File: src/rtl/cnn_seq_pkg.sv
// Shared types and helpers for the CNN frame sequencer.
// State encoding, pixel packing constants and word-count arithmetic.
package cnn_seq_pkg;

  typedef enum logic [2:0] {
    S_IDLE,
    S_ARB,
    S_RD_REQ,
    S_RD_WAIT,
    S_STREAM,
    S_WR_REQ,
    S_WR_WAIT,
    S_DONE
  } cnn_seq_state_e;

  localparam int unsigned BYTES_PER_WORD = 4;

  // ceil(pix / 4) without an adder that could overflow
  function automatic logic [31:0] words_for(
    input logic [31:0] pix
  );
    return (pix >> 2) + {31'b0, |pix[1:0]};
  endfunction

endpackage

File: src/rtl/cnn_seq_unpack.sv
// Splits one fetched 32-bit word into a little-endian pixel stream.
// Emits at most min(limit, 4) pixels, byte [7:0] first.
module cnn_seq_unpack
  import cnn_seq_pkg::*;
#(
  parameter int DATA_WIDTH = 8,
  parameter int CNT_WIDTH  = 16
) (
  input  logic                    clk_i,
  input  logic                    rst_i,
  input  logic                    load_i,
  input  logic [4*DATA_WIDTH-1:0] word_i,
  input  logic [CNT_WIDTH-1:0]    limit_i,
  output logic [DATA_WIDTH-1:0]   pix_o,
  output logic                    valid_o,
  input  logic                    ready_i,
  output logic                    last_o
);

  logic [3:0][DATA_WIDTH-1:0] word_q;
  logic [1:0]                 idx_q;
  logic [2:0]                 cnt_q;
  logic                       active_q;
  logic                       fire;

  assign pix_o   = word_q[idx_q];
  assign valid_o = active_q;
  assign last_o  = active_q && ({1'b0, idx_q} == cnt_q - 3'd1);
  assign fire    = active_q && ready_i;

  always_ff @(posedge clk_i) begin
    if (rst_i) begin
      word_q   <= '0;
      idx_q    <= '0;
      cnt_q    <= '0;
      active_q <= 1'b0;
    end else if (load_i) begin
      word_q   <= word_i;
      idx_q    <= '0;
      active_q <= (limit_i != '0);
      if (limit_i >= CNT_WIDTH'(BYTES_PER_WORD))
        cnt_q <= 3'd4;
      else
        cnt_q <= limit_i[2:0];
    end else if (fire) begin
      idx_q <= idx_q + 2'd1;
      if (last_o)
        active_q <= 1'b0;
    end
  end

endmodule

File: src/rtl/cnn_frame_sequencer.sv
// Frame controller: fetch packed image, stream pixels, write results.
// Optional CNN_SEQ_PERF_EN adds busy-cycle and bus-stall counters.
module cnn_frame_sequencer
  import cnn_seq_pkg::*;
#(
  parameter int ADDR_WIDTH = 32,
  parameter int DATA_WIDTH = 8,
  parameter int CNT_WIDTH  = 16
) (
  input  logic                  clk_i,
  input  logic                  rst_i,
  input  logic                  start_i,
  input  logic [ADDR_WIDTH-1:0] in_base_i,
  input  logic [ADDR_WIDTH-1:0] out_base_i,
  input  logic [CNT_WIDTH-1:0]  pix_count_i,
  input  logic [CNT_WIDTH-1:0]  res_count_i,
  output logic                  busy_o,
  output logic                  done_o,
  output logic                  err_o,
  output logic                  mem_req_o,
  input  logic                  mem_gnt_i,
  output logic                  mem_we_o,
  output logic [ADDR_WIDTH-1:0] mem_addr_o,
  output logic [31:0]           mem_wdata_o,
  output logic [3:0]            mem_be_o,
  input  logic                  mem_rvalid_i,
  input  logic [31:0]           mem_rdata_i,
  input  logic                  mem_err_i,
  output logic [DATA_WIDTH-1:0] pix_o,
  output logic                  pix_valid_o,
  input  logic                  pix_ready_i,
  input  logic [31:0]           res_data_i,
  input  logic                  res_valid_i,
  output logic                  res_ready_o
`ifdef CNN_SEQ_PERF_EN
  ,
  output logic [31:0]           perf_cycles_o,
  output logic [31:0]           perf_stall_o
`endif
);

  cnn_seq_state_e state_q, state_d;

  logic [ADDR_WIDTH-1:0] in_base_q;
  logic [ADDR_WIDTH-1:0] out_base_q;
  logic [CNT_WIDTH-1:0]  pix_cnt_q;
  logic [CNT_WIDTH-1:0]  res_cnt_q;
  logic [CNT_WIDTH-1:0]  word_idx_q;
  logic [CNT_WIDTH-1:0]  res_idx_q;
  logic [CNT_WIDTH-1:0]  pix_sent_q;
  logic [31:0]           hold_q;
  logic                  hold_full_q;
  logic                  err_q;

  logic        start_ok;
  logic [31:0] words_total;
  logic        rd_more;
  logic        rsp_rd;
  logic        rsp_wr;
  logic        rsp_err;
  logic        rd_ok;
  logic        wr_ok;
  logic        pix_fire;
  logic        pix_last;
  logic        unpack_last;
  logic        res_take;

  assign start_ok = start_i &&
    (state_q == S_IDLE || state_q == S_DONE);

  assign words_total = words_for(32'(pix_cnt_q));
  assign rd_more = 32'(word_idx_q) < words_total;

  // grant and response may coincide in the *_REQ state
  assign rsp_rd = mem_rvalid_i &&
    ((state_q == S_RD_REQ && mem_gnt_i) ||
     state_q == S_RD_WAIT);
  assign rsp_wr = mem_rvalid_i &&
    ((state_q == S_WR_REQ && mem_gnt_i) ||
     state_q == S_WR_WAIT);
  assign rsp_err  = (rsp_rd || rsp_wr) && mem_err_i;
  assign rd_ok    = rsp_rd && !mem_err_i;
  assign wr_ok    = rsp_wr && !mem_err_i;
  assign pix_fire = pix_valid_o && pix_ready_i;
  assign pix_last = pix_fire && unpack_last;
  assign res_take = res_valid_i && res_ready_o;

  always_ff @(posedge clk_i) begin
    if (rst_i)
      state_q <= S_IDLE;
    else
      state_q <= state_d;
  end

  always_comb begin
    state_d = state_q;
    unique case (state_q)
      S_IDLE, S_DONE: begin
        if (start_i)
          state_d = S_ARB;
      end
      S_ARB: begin
        if (hold_full_q)
          state_d = S_WR_REQ;
        else if (rd_more)
          state_d = S_RD_REQ;
        else if (res_idx_q == res_cnt_q)
          state_d = S_DONE;
      end
      S_RD_REQ: begin
        if (mem_gnt_i) begin
          if (rsp_err)
            state_d = S_DONE;
          else if (rsp_rd)
            state_d = S_STREAM;
          else
            state_d = S_RD_WAIT;
        end
      end
      S_RD_WAIT: begin
        if (rsp_rd)
          state_d = mem_err_i ? S_DONE : S_STREAM;
      end
      S_STREAM: begin
        if (pix_last)
          state_d = S_ARB;
      end
      S_WR_REQ: begin
        if (mem_gnt_i) begin
          if (rsp_err)
            state_d = S_DONE;
          else if (rsp_wr)
            state_d = S_ARB;
          else
            state_d = S_WR_WAIT;
        end
      end
      S_WR_WAIT: begin
        if (rsp_wr)
          state_d = mem_err_i ? S_DONE : S_ARB;
      end
      default: state_d = S_IDLE;
    endcase
  end

  always_comb begin
    busy_o      = 1'b0;
    done_o      = 1'b0;
    mem_req_o   = 1'b0;
    mem_we_o    = 1'b0;
    mem_addr_o  = '0;
    mem_wdata_o = '0;
    unique case (1'b1)
      state_q == S_IDLE: ;
      state_q == S_DONE: done_o = 1'b1;
      state_q == S_RD_REQ: begin
        busy_o     = 1'b1;
        mem_req_o  = 1'b1;
        mem_addr_o = in_base_q +
          (ADDR_WIDTH'(word_idx_q) << 2);
      end
      state_q == S_WR_REQ: begin
        busy_o      = 1'b1;
        mem_req_o   = 1'b1;
        mem_we_o    = 1'b1;
        mem_addr_o  = out_base_q +
          (ADDR_WIDTH'(res_idx_q) << 2);
        mem_wdata_o = hold_q;
      end
      default: busy_o = 1'b1;
    endcase
    err_o       = err_q;
    mem_be_o    = 4'hF;
    res_ready_o = !hold_full_q && busy_o;
  end

  always_ff @(posedge clk_i) begin
    if (rst_i) begin
      in_base_q   <= '0;
      out_base_q  <= '0;
      pix_cnt_q   <= '0;
      res_cnt_q   <= '0;
      word_idx_q  <= '0;
      res_idx_q   <= '0;
      pix_sent_q  <= '0;
      hold_q      <= '0;
      hold_full_q <= 1'b0;
      err_q       <= 1'b0;
    end else if (start_ok) begin
      in_base_q   <= in_base_i;
      out_base_q  <= out_base_i;
      pix_cnt_q   <= pix_count_i;
      res_cnt_q   <= res_count_i;
      word_idx_q  <= '0;
      res_idx_q   <= '0;
      pix_sent_q  <= '0;
      hold_full_q <= 1'b0;
      err_q       <= 1'b0;
    end else begin
      if (rd_ok)
        word_idx_q <= word_idx_q + 1'b1;
      if (pix_fire)
        pix_sent_q <= pix_sent_q + 1'b1;
      if (wr_ok) begin
        hold_full_q <= 1'b0;
        res_idx_q   <= res_idx_q + 1'b1;
      end else if (res_take) begin
        hold_full_q <= 1'b1;
        hold_q      <= res_data_i;
      end
      // a bus error abandons the frame, including any held result
      if (rsp_err) begin
        err_q       <= 1'b1;
        hold_full_q <= 1'b0;
      end
    end
  end

  cnn_seq_unpack #(
    .DATA_WIDTH (DATA_WIDTH),
    .CNT_WIDTH  (CNT_WIDTH)
  ) u_unpack (
    .clk_i   (clk_i),
    .rst_i   (rst_i),
    .load_i  (rd_ok),
    .word_i  (mem_rdata_i[4*DATA_WIDTH-1:0]),
    .limit_i (pix_cnt_q - pix_sent_q),
    .pix_o   (pix_o),
    .valid_o (pix_valid_o),
    .ready_i (pix_ready_i),
    .last_o  (unpack_last)
  );

`ifdef CNN_SEQ_PERF_EN
  logic [31:0] perf_cyc_q;
  logic [31:0] perf_stall_q;

  always_ff @(posedge clk_i) begin
    if (rst_i || start_ok) begin
      perf_cyc_q   <= '0;
      perf_stall_q <= '0;
    end else begin
      if (busy_o && perf_cyc_q != '1)
        perf_cyc_q <= perf_cyc_q + 32'd1;
      if (mem_req_o && !mem_gnt_i &&
          perf_stall_q != '1)
        perf_stall_q <= perf_stall_q + 32'd1;
    end
  end

  assign perf_cycles_o = perf_cyc_q;
  assign perf_stall_o  = perf_stall_q;
`endif

endmodule

File: config.mk
export PLATFORM = sky130hd
export DESIGN_NAME = cnn_frame_sequencer
export DESIGN_NICKNAME = d
export VERILOG_FILES = /design/src/rtl/cnn_seq_pkg.sv /design/src/rtl/cnn_seq_unpack.sv /design/src/rtl/cnn_frame_sequencer.sv
export SDC_FILE = /design/constraint.sdc
export NUM_CORES = 1
export LEC_CHECK = 0
export CAP_MARGIN = 0
export CELL_PAD_IN_SITES_DETAIL_PLACEMENT = 1
export CELL_PAD_IN_SITES_GLOBAL_PLACEMENT = 1
export CORE_MARGIN = 8
export CORE_UTILIZATION = 34
export DETAILED_ROUTE_END_ITERATION = 7
export MAX_ROUTING_LAYER = met4
export PLACE_DENSITY = 0.76
export SYNTH_ARGS = -nofsm -noshare
export SYNTH_HDL_FRONTEND = slang
export SYNTH_SLANG_ARGS = --single-unit
File: constraint.sdc
create_clock -name clk_i -period 3.32 [get_ports clk_i]
set_input_delay 0.664 -clock clk_i [delete_from_list [all_inputs] [get_ports clk_i]]
set_output_delay 0.664 -clock clk_i [all_outputs]
set_load 0.02 [all_outputs]
==> results of run 1 <==
## cells in the mapped netlist (4+ instances only)
master,instances
a21oi_1,210
or2_2,6
ha_1,67
nor3b_1,4
mux4_2,8
nand4_1,28
clkbuf_1,72
buf_4,4
nor2_1,98
o211ai_1,4
nand2_1,385
and4_1,4
xnor2_1,73
nand2b_1,13
and2_1,40
o21ai_0,31
a2111oi_0,4
nor3_1,32
buf_1,9
dfxtp_1,219
inv_1,37
mux2i_1,5
and3_1,17
nor4_1,8
o21a_1,11
o21bai_1,6
nor2b_1,10
a211oi_1,5
a21o_1,22
o22ai_1,26
xor2_1,56
or3_1,10
a31oi_1,4
a22o_1,4
nand3_1,41
o21ai_1,5
## layout make-up
cell class                 instances  area (sq um)
fill                            4365         18300
multi-input combinational       1295          8340
sequential                       219          4420
timing repair buffer             410          3730
clock buffer                      39           761
tap                              468           586
inverter                          37           143
clock inverter                    10           120
antenna                            1          2.50
## power breakdown
group / internal, mW / switching (mW) / total [mW] / leakage [nW]
clock: 1.75 / 1.20 / 2.95 / 0.429
combinational: 1.52 / 2.27 / 3.79 / 4.74
sequential: 2.97 / 0.299 / 3.27 / 1.79
total: 6.25 / 3.77 / 10.0 / 6.96
## repair_timing
action                     in CTS  in global routing
setup endpoints to repair      66                 65
pin swaps                      36                 50
resized for setup             181                 88
buffers inserted                7                 10
## stage by stage
stage	setup TNS [ns]	utilization, %	power (mW)
floorplan	0	-	5.47
detailed placement	-9.74	45.1	6.87
global route	-12.05	49.7	10.6
CTS	-11.58	48.4	9.93
global placement	-7.71	45.1	6.77
finish	-8.49	49.7	10.0
## cells by family (layout without fill, tap and decap cells)
family	after synthesis	in the layout	synth area share, %
XOR/XNOR	129	129	9.01
AND/OR/NAND/NOR	710	710	25.7
multiplexers	13	13	1.84
other	1	5	0.0299
buffers and inverters	124	496	3.85
adder cells (fa/ha/maj)	70	70	7.17
AO/OA/AOI/OAI	369	369	17.5
flip-flops	219	219	35.0
## state kept, by name, indices dropped and copies added, names as in the netlist, 3 cells and up
register	flops
in_base_q	32
pix_cnt_q	16
word_idx_q	16
u_unpack.word_q	32
pix_sent_q	16
res_idx_q	16
res_cnt_q	16
u_unpack.cnt_q	3
hold_q	32
out_base_q	32
state_q	3
## final timing paths
check / slack, ns / start / to
worst max-delay path: -0.50 / word_idx_q[0]$_SDFFE_PP0P_ / mem_addr_o[12]
worst min-delay path: 0.38 / rst_i / pix_cnt_q[1]$_SDFFE_PP0P_
worst max register to register: -0.09 / pix_cnt_q[1]$_SDFFE_PP0P_ / state_q[2]$_SDFFE_PP0P_
worst min register to register: 0.45 / hold_q[13]$_SDFFE_PP0P_ / hold_q[13]$_SDFFE_PP0P_
## metal layers
metal  global-route usage [%]  wire length (um)  vias up
met4                     5.26              1160        0
met5                        -                 0        -
met2                     35.6             22700      305
met3                     5.01              2790       67
li1                         -                 -     6322
met1                     25.1             20800     6224
==> impl_results.md, run 1 <==
- Final worst slack: -0.503 ns
- Ys flop type: dfxtp_1
- Minimum clock period: between 3 and 4 ns
- Syn_area_per_cell: approximately 7.7 sq um
- DR iter-0 viols: 524
- Slew Limit Headroom: 33.2%
- Clock buffer depth: 3
- Clock slew seen by the registers of the worst setup and hold paths: 0.06 ns
- Worst hold path stage count: 2
- Syn. warnings: 0
- Core area: between 30,000 and 40,000 sq um
- CP top delay family: compound AO/OA/AOI/OAI gates
- Maximum resistive drop on vdd: around 0.44 mV
- Number of iterations in the first detailed-routing pass: 5
- Max Freq: 0.262 GHz
- Largest net degree at the start of global routing: a little over 90
- Remaining Overflow, GRT: 0
- Crit. End Element: primary output
- Worst skew pair latency: about 0.55 ns
- Crit path kind: reg2out
- CP max FO: 2
- Post-synth EDFFs: 0
- Max-cap violations: 0
- Setup violators final: 26
- Actual slew at the worst max-slew pin: ~1.0 ns
- RSZ-0062 raised after global routing: true
- Starting Density: roughly 34%
- Vias in the first global route: between 10,000 and 15,000
- R2R cell count: 16
- Pins over their slew limit: 0
- Drt wl/cell: approximately 19 um
- Hold Crit Class: in2reg
- Num Clock Sinks: between 200 and 250
- Crit start category: register
- Synth area leaders: dfxtp_1 (35%), nand2_1 (12%), a21oi_1 (8.4%)
- Post-CTS Hold Fix Bufs: 0
- Vias after detailed routing: approximately 13,000
- Die height: around 210 um
- PD cells: between 500 and 600 nW/um^2
- Die ar.: between 40,000 and 50,000 sq um
- First-pass GRT wire length: 73,800 um
- Dpl cells: between 2,000 and 2,500
- Mapped Cells: around 1,600
- Initial antenna violation count: 1
- Cell row count: 70
- I/O Buffers: ~250
- Die width: about 210 um
- ANT nets after route: 0
- H-tree levels: 1
- Ratio of cells with drive above 1 in the final layout: 18.3%
- CTS tree: done
- GRT Overall Usage: around a fifth
- Status: finished with violations
- Layout Cells excl Fill: about 2,500
- Num CTS Buffers: 27
- Top cell type's share of synthesized area: 35.0%
- Remaining routing DRC violations: 0
- Fin nets: between 2,000 and 2,500
- Critical path's largest stage delay: between 0.3 and 0.4 ns
- Hold slack: 0.380 ns
- Seq/Total Area, Yosys: between 30% and 40%
- Fin area: ~18,000 sq um
- Critical Path Slowest Stage Cell: fa_2
- DRT Wirelength: approximately 47,000 um
- Final Cycle Share: 115%
- Yosys reg bits: 219
- Pre-CTS setup slack: -0.579 ns
- Failing checks: negative setup slack
- Synthesized area: ~13,000 sq um
- RD Place Congestion: between 0.9 and 1
- Clock skew: 0.00834 ns
- Synth cell types: 73
- Hold Fails Final Rpt: 0
- Post-DP Area: 16,400 sq um
- Post-synth ARST share: 0%
- Critical Path AT: about 3.2 ns
- Detailed Place HPWL: roughly 35,000 um
- Buf+Inv Stages, Crit Path: 2
- IO Pins: between 200 and 300
- Critical Path Stages: 11
- Commonest non-fill, non-tap cell in the layout: nand2_1
- Vias/cell: 5.21
- Root Buffer: clkbuf_16
- Cell taking the most area after synthesis: dfxtp_1
- WP data required: approximately 2.7 ns
- Pleak: 6.96 nW
- Area Growth Syn to Fin: 44.4%
- Commonest cells after routing, fill and taps aside: nand2_1 (380), clkdlybuf4s50_1 (217), a21oi_1 (201), dfxtp_1 (198), buf_4 (164)
- Crit-path cells: ha_4, fa_2, a211oi_4, o21bai_2, o41ai_4, buf_4, o21bai_1, a21oi_1, xor2_1, o22ai_1, clkdlybuf4s15_2
Power figures use the tool's default switching activity.
==> run 2, diff against run 1 <==
- CORE_UTILIZATION: 34 -> 35
- HOLD_SLACK_MARGIN: default -> 0.12
- PLACE_DENSITY: 0.76 -> 0.78
- SYNTH_HIERARCHICAL: default -> 1
==> run 2 against run 1 <==
The run still ends with negative setup slack left. Maximum frequency rose by 2.0%. Synthesized cell count fell by 4.8%. Synthesized area fell by 0.73%. Highest routed layer unchanged.
==> impl_results.md, run 2 <==
- Status: finished with violations
- Failing checks: negative setup slack
- Seq/Total Area, Yosys: a little over a third
- Remaining Overflow, GRT: 0
- NetSw: between 3 and 4 mW
- Core area: 35,300 sq um
- Seq pwr share: 32.1%
- Sw Ratio: a little under two fifths
- Post-synth top cells: nand2_1 (323), dfxtp_1 (219), a21oi_1 (176)
- Yosys reg bits: about 220
- Die width: 205 um
- CP max FO: 7
- Number of iterations in the first detailed-routing pass: 5
- Filler instances: 4,158
- Vias in the first global route: 13,424
- Ys flop type: dfxtp_1
- DR iter-0 viols: 520
- Syn_area_per_cell: 7.99 sq um
- PD cells: roughly 570 nW/um^2
- Die ar.: ~42,000 sq um
- Clock buffer depth: 3
- Final Cycle Share: 113%
- GRT Overall Usage: between 20% and 30%
- Synth cell types: between 80 and 90
- Detailed Place HPWL: between 30,000 and 40,000 um
- Cell row count: ~70
- Crit. End Element: primary output
- Minimum clock period: 3.75 ns
- Initial antenna violation count: 2
- Max Freq: 0.267 GHz
- ANT nets after route: 0
- Multi-input gate area: roughly 8200 sq um
- Final worst slack: -0.429 ns
- Commonest cells after routing, fill and taps aside: nand2_1 (322), clkdlybuf4s50_1 (217), dfxtp_1 (199), a21oi_1 (166), buf_4 (163)
- Pins over their slew limit: 0
- H-tree levels: 1
- Area Growth Syn to Fin: 44.5%
- Slew Limit Headroom: 51.0%
- Hold Fails Final Rpt: 0
- WP data required: approximately 2.7 ns
- Critical Path AT: around 3 ns
- Maximum resistive drop on vdd: about 0.4 mV
- Crit path kind: reg2out
- Clock power share: between 20% and 30%
- Syn. warnings: 6
- Ratio of cells with drive above 1 in the final layout: 20.0%
- IO Pins: about 250
- Vias after detailed routing: between 10,000 and 15,000
- Synthesized area: 12,400 sq um
- CTS tree: done
- Dpl cells: around 2,300
- Cell taking the most area after synthesis: dfxtp_1
- Most common cell in the netlist: nand2_1
- Pleak: 7.09 nW
- Hold Crit Class: reg2reg
- Largest net degree at the start of global routing: around 110
- Clock slew seen by the registers of the worst setup and hold paths: approximately 0.060 ns
- Vias/cell: 5.26
- Drt wl/cell: approximately 20 um
- Actual slew at the worst max-slew pin: 0.733 ns
- Max-cap violations: 0
- Top cell type's share of synthesized area: between 30% and 40%
- Fin nets: around 2,200
- Clock skew: 0.0168 ns
- Die height: ~200 um
- Layout Cells excl Fill: between 2,000 and 2,500
- Root Buffer: clkbuf_16
- Num Clock Sinks: 219
- DRT Wirelength: roughly 48,000 um
- Util after Layout: between 50% and 60%
- RD Place Congestion: ~0.86
- Remaining routing DRC violations: 0
- Setup violators final: 23
- Starting Density: a little over a third
- Commonest non-fill, non-tap cell in the layout: nand2_1
- Num CTS Buffers: 27
- Crit start category: register
- Pint: approximately 6.5 mW
- Mapped Cells: approximately 1,600
- Combinational power share: around two fifths
- RSZ-0062 raised after global routing: true
- Register area: 4420 sq um
- Post-synth ARST share: 0%
- I/O Buffers: roughly 250
- Post-synth EDFFs: 0
- Synth area leaders: dfxtp_1 (35%), nand2_1 (9.7%), a21oi_1 (7.1%)
- First-pass GRT wire length: ~73,000 um
- Worst skew pair latency: 0.55 ns
## run 2: cell types whose count changed after synthesis, sizes merged, moves of 6 or more
cell | previous run | this run
buf | 15 | 41
a21oi | 212 | 178
a21o | 22 | 16
nand4 | 28 | 20
and2 | 40 | 4
nand2 | 385 | 323
clkbuf | 72 | 43
nor2 | 98 | 117
and3 | 17 | 52
mux2i | 5 | 36
## run 2: final cells by class
| cell class | count | area share, % |
|---|---|---|
| tap | 461 | 3.21 |
| inverter | 41 | 0.877 |
| sequential | 219 | 24.6 |
| multi-input combinational | 1216 | 45.4 |
| timing repair buffer | 409 | 20.9 |
| clock buffer | 39 | 4.34 |
| antenna | 3 | 0.0418 |
| clock inverter | 9 | 0.689 |
## run 2: critical path: stages (launching register included)
cell      delay [ns]
dfxtp_2         0.34
ha_4            0.17
buf_6           0.12
a211oi_4        0.28
o21ai_2         0.13
a311oi_2        0.33
o31ai_2         0.10
a32oi_2         0.21
buf_6           0.16
buf_6           0.10
nor4_4          0.03
xnor2_1         0.15
o22ai_1         0.21
buf_4           0.19
## run 2: power by group through the flow
| stage | Combinational (mW) | Sequential, mW | Clock, mW |
|---|---|---|---|
| after detailed placement | 3.63 | 3.32 | 0 |
| final | 3.93 | 3.31 | 3.05 |
| after CTS | 3.77 | 3.29 | 3.12 |
| after global routing | 4.28 | 3.35 | 3.20 |
| after floorplan | 2.33 | 3.24 | 0 |
| after global placement | 3.49 | 3.30 | 0 |
## run 2: metrics by stage
stage          setup WS (ns)  area (sq um)  total power, mW  TNS [ns]  hold slack [ns]
6_report              -0.429         18000             10.3     -6.15            0.449
3_5_place_dp          -0.448         16200             6.95     -7.21            0.445
3_3_place_gp          -0.377         16200             6.79     -5.16            0.437
4_1_cts               -0.440         17600             10.2     -6.01            0.452
5_1_grt               -0.500         18000             10.8     -8.65            0.471
2_1_floorplan          0.155         12500             5.57         0            0.432
## run 2: timing repair
action / CTS / global route
hold buffers: 0 / 0
pin swaps: 50 / 64
buffers inserted: 16 / 11
endpoints found under the setup margin: 35 / 34
resized for setup: 209 / 84
## run 2: layer usage
layer | vias up | GRT usage (%) | wire [um]
li1 | 6063 | - | -
met1 | 6145 | 25.5 | 19500
met2 | 284 | 38.6 | 24800
met3 | 107 | 2.91 | 1740
met4 | 0 | 8.20 | 1770
met5 | - | - | 0
## run 2: kinds of logic (layout without fill, tap and decap cells)
| kind of cell | Yosys count | in the layout | share of synthesized area [%] |
|---|---|---|---|
| muxes | 45 | 45 | 4.43 |
| and+or+nand+nor | 647 | 647 | 24.0 |
| other | 1 | 7 | 0.0301 |
| xor gates and xnor gates | 136 | 136 | 9.57 |
| adders and majority gates | 70 | 70 | 7.22 |
| AOI/OAI and AO/OA | 314 | 314 | 15.1 |
| DFF | 219 | 219 | 35.2 |
| buffers and inverters | 125 | 498 | 4.42 |
## run 2: path summary, 6_finish.rpt
path	start	end	slack (ns)	cells past startpoint
max	out_base_q[2]$_SDFFE_PP0P_	mem_addr_o[27]	-0.43	13
min	hold_q[28]$_SDFFE_PP0P_	hold_q[28]$_SDFFE_PP0P_	0.45	2
max reg2reg	pix_cnt_q[0]$_SDFFE_PP0P_	u_unpack/cnt_q[0]$_SDFFE_PP0P_	0.06	16
min reg2reg	hold_q[28]$_SDFFE_PP0P_	hold_q[28]$_SDFFE_PP0P_	0.45	2
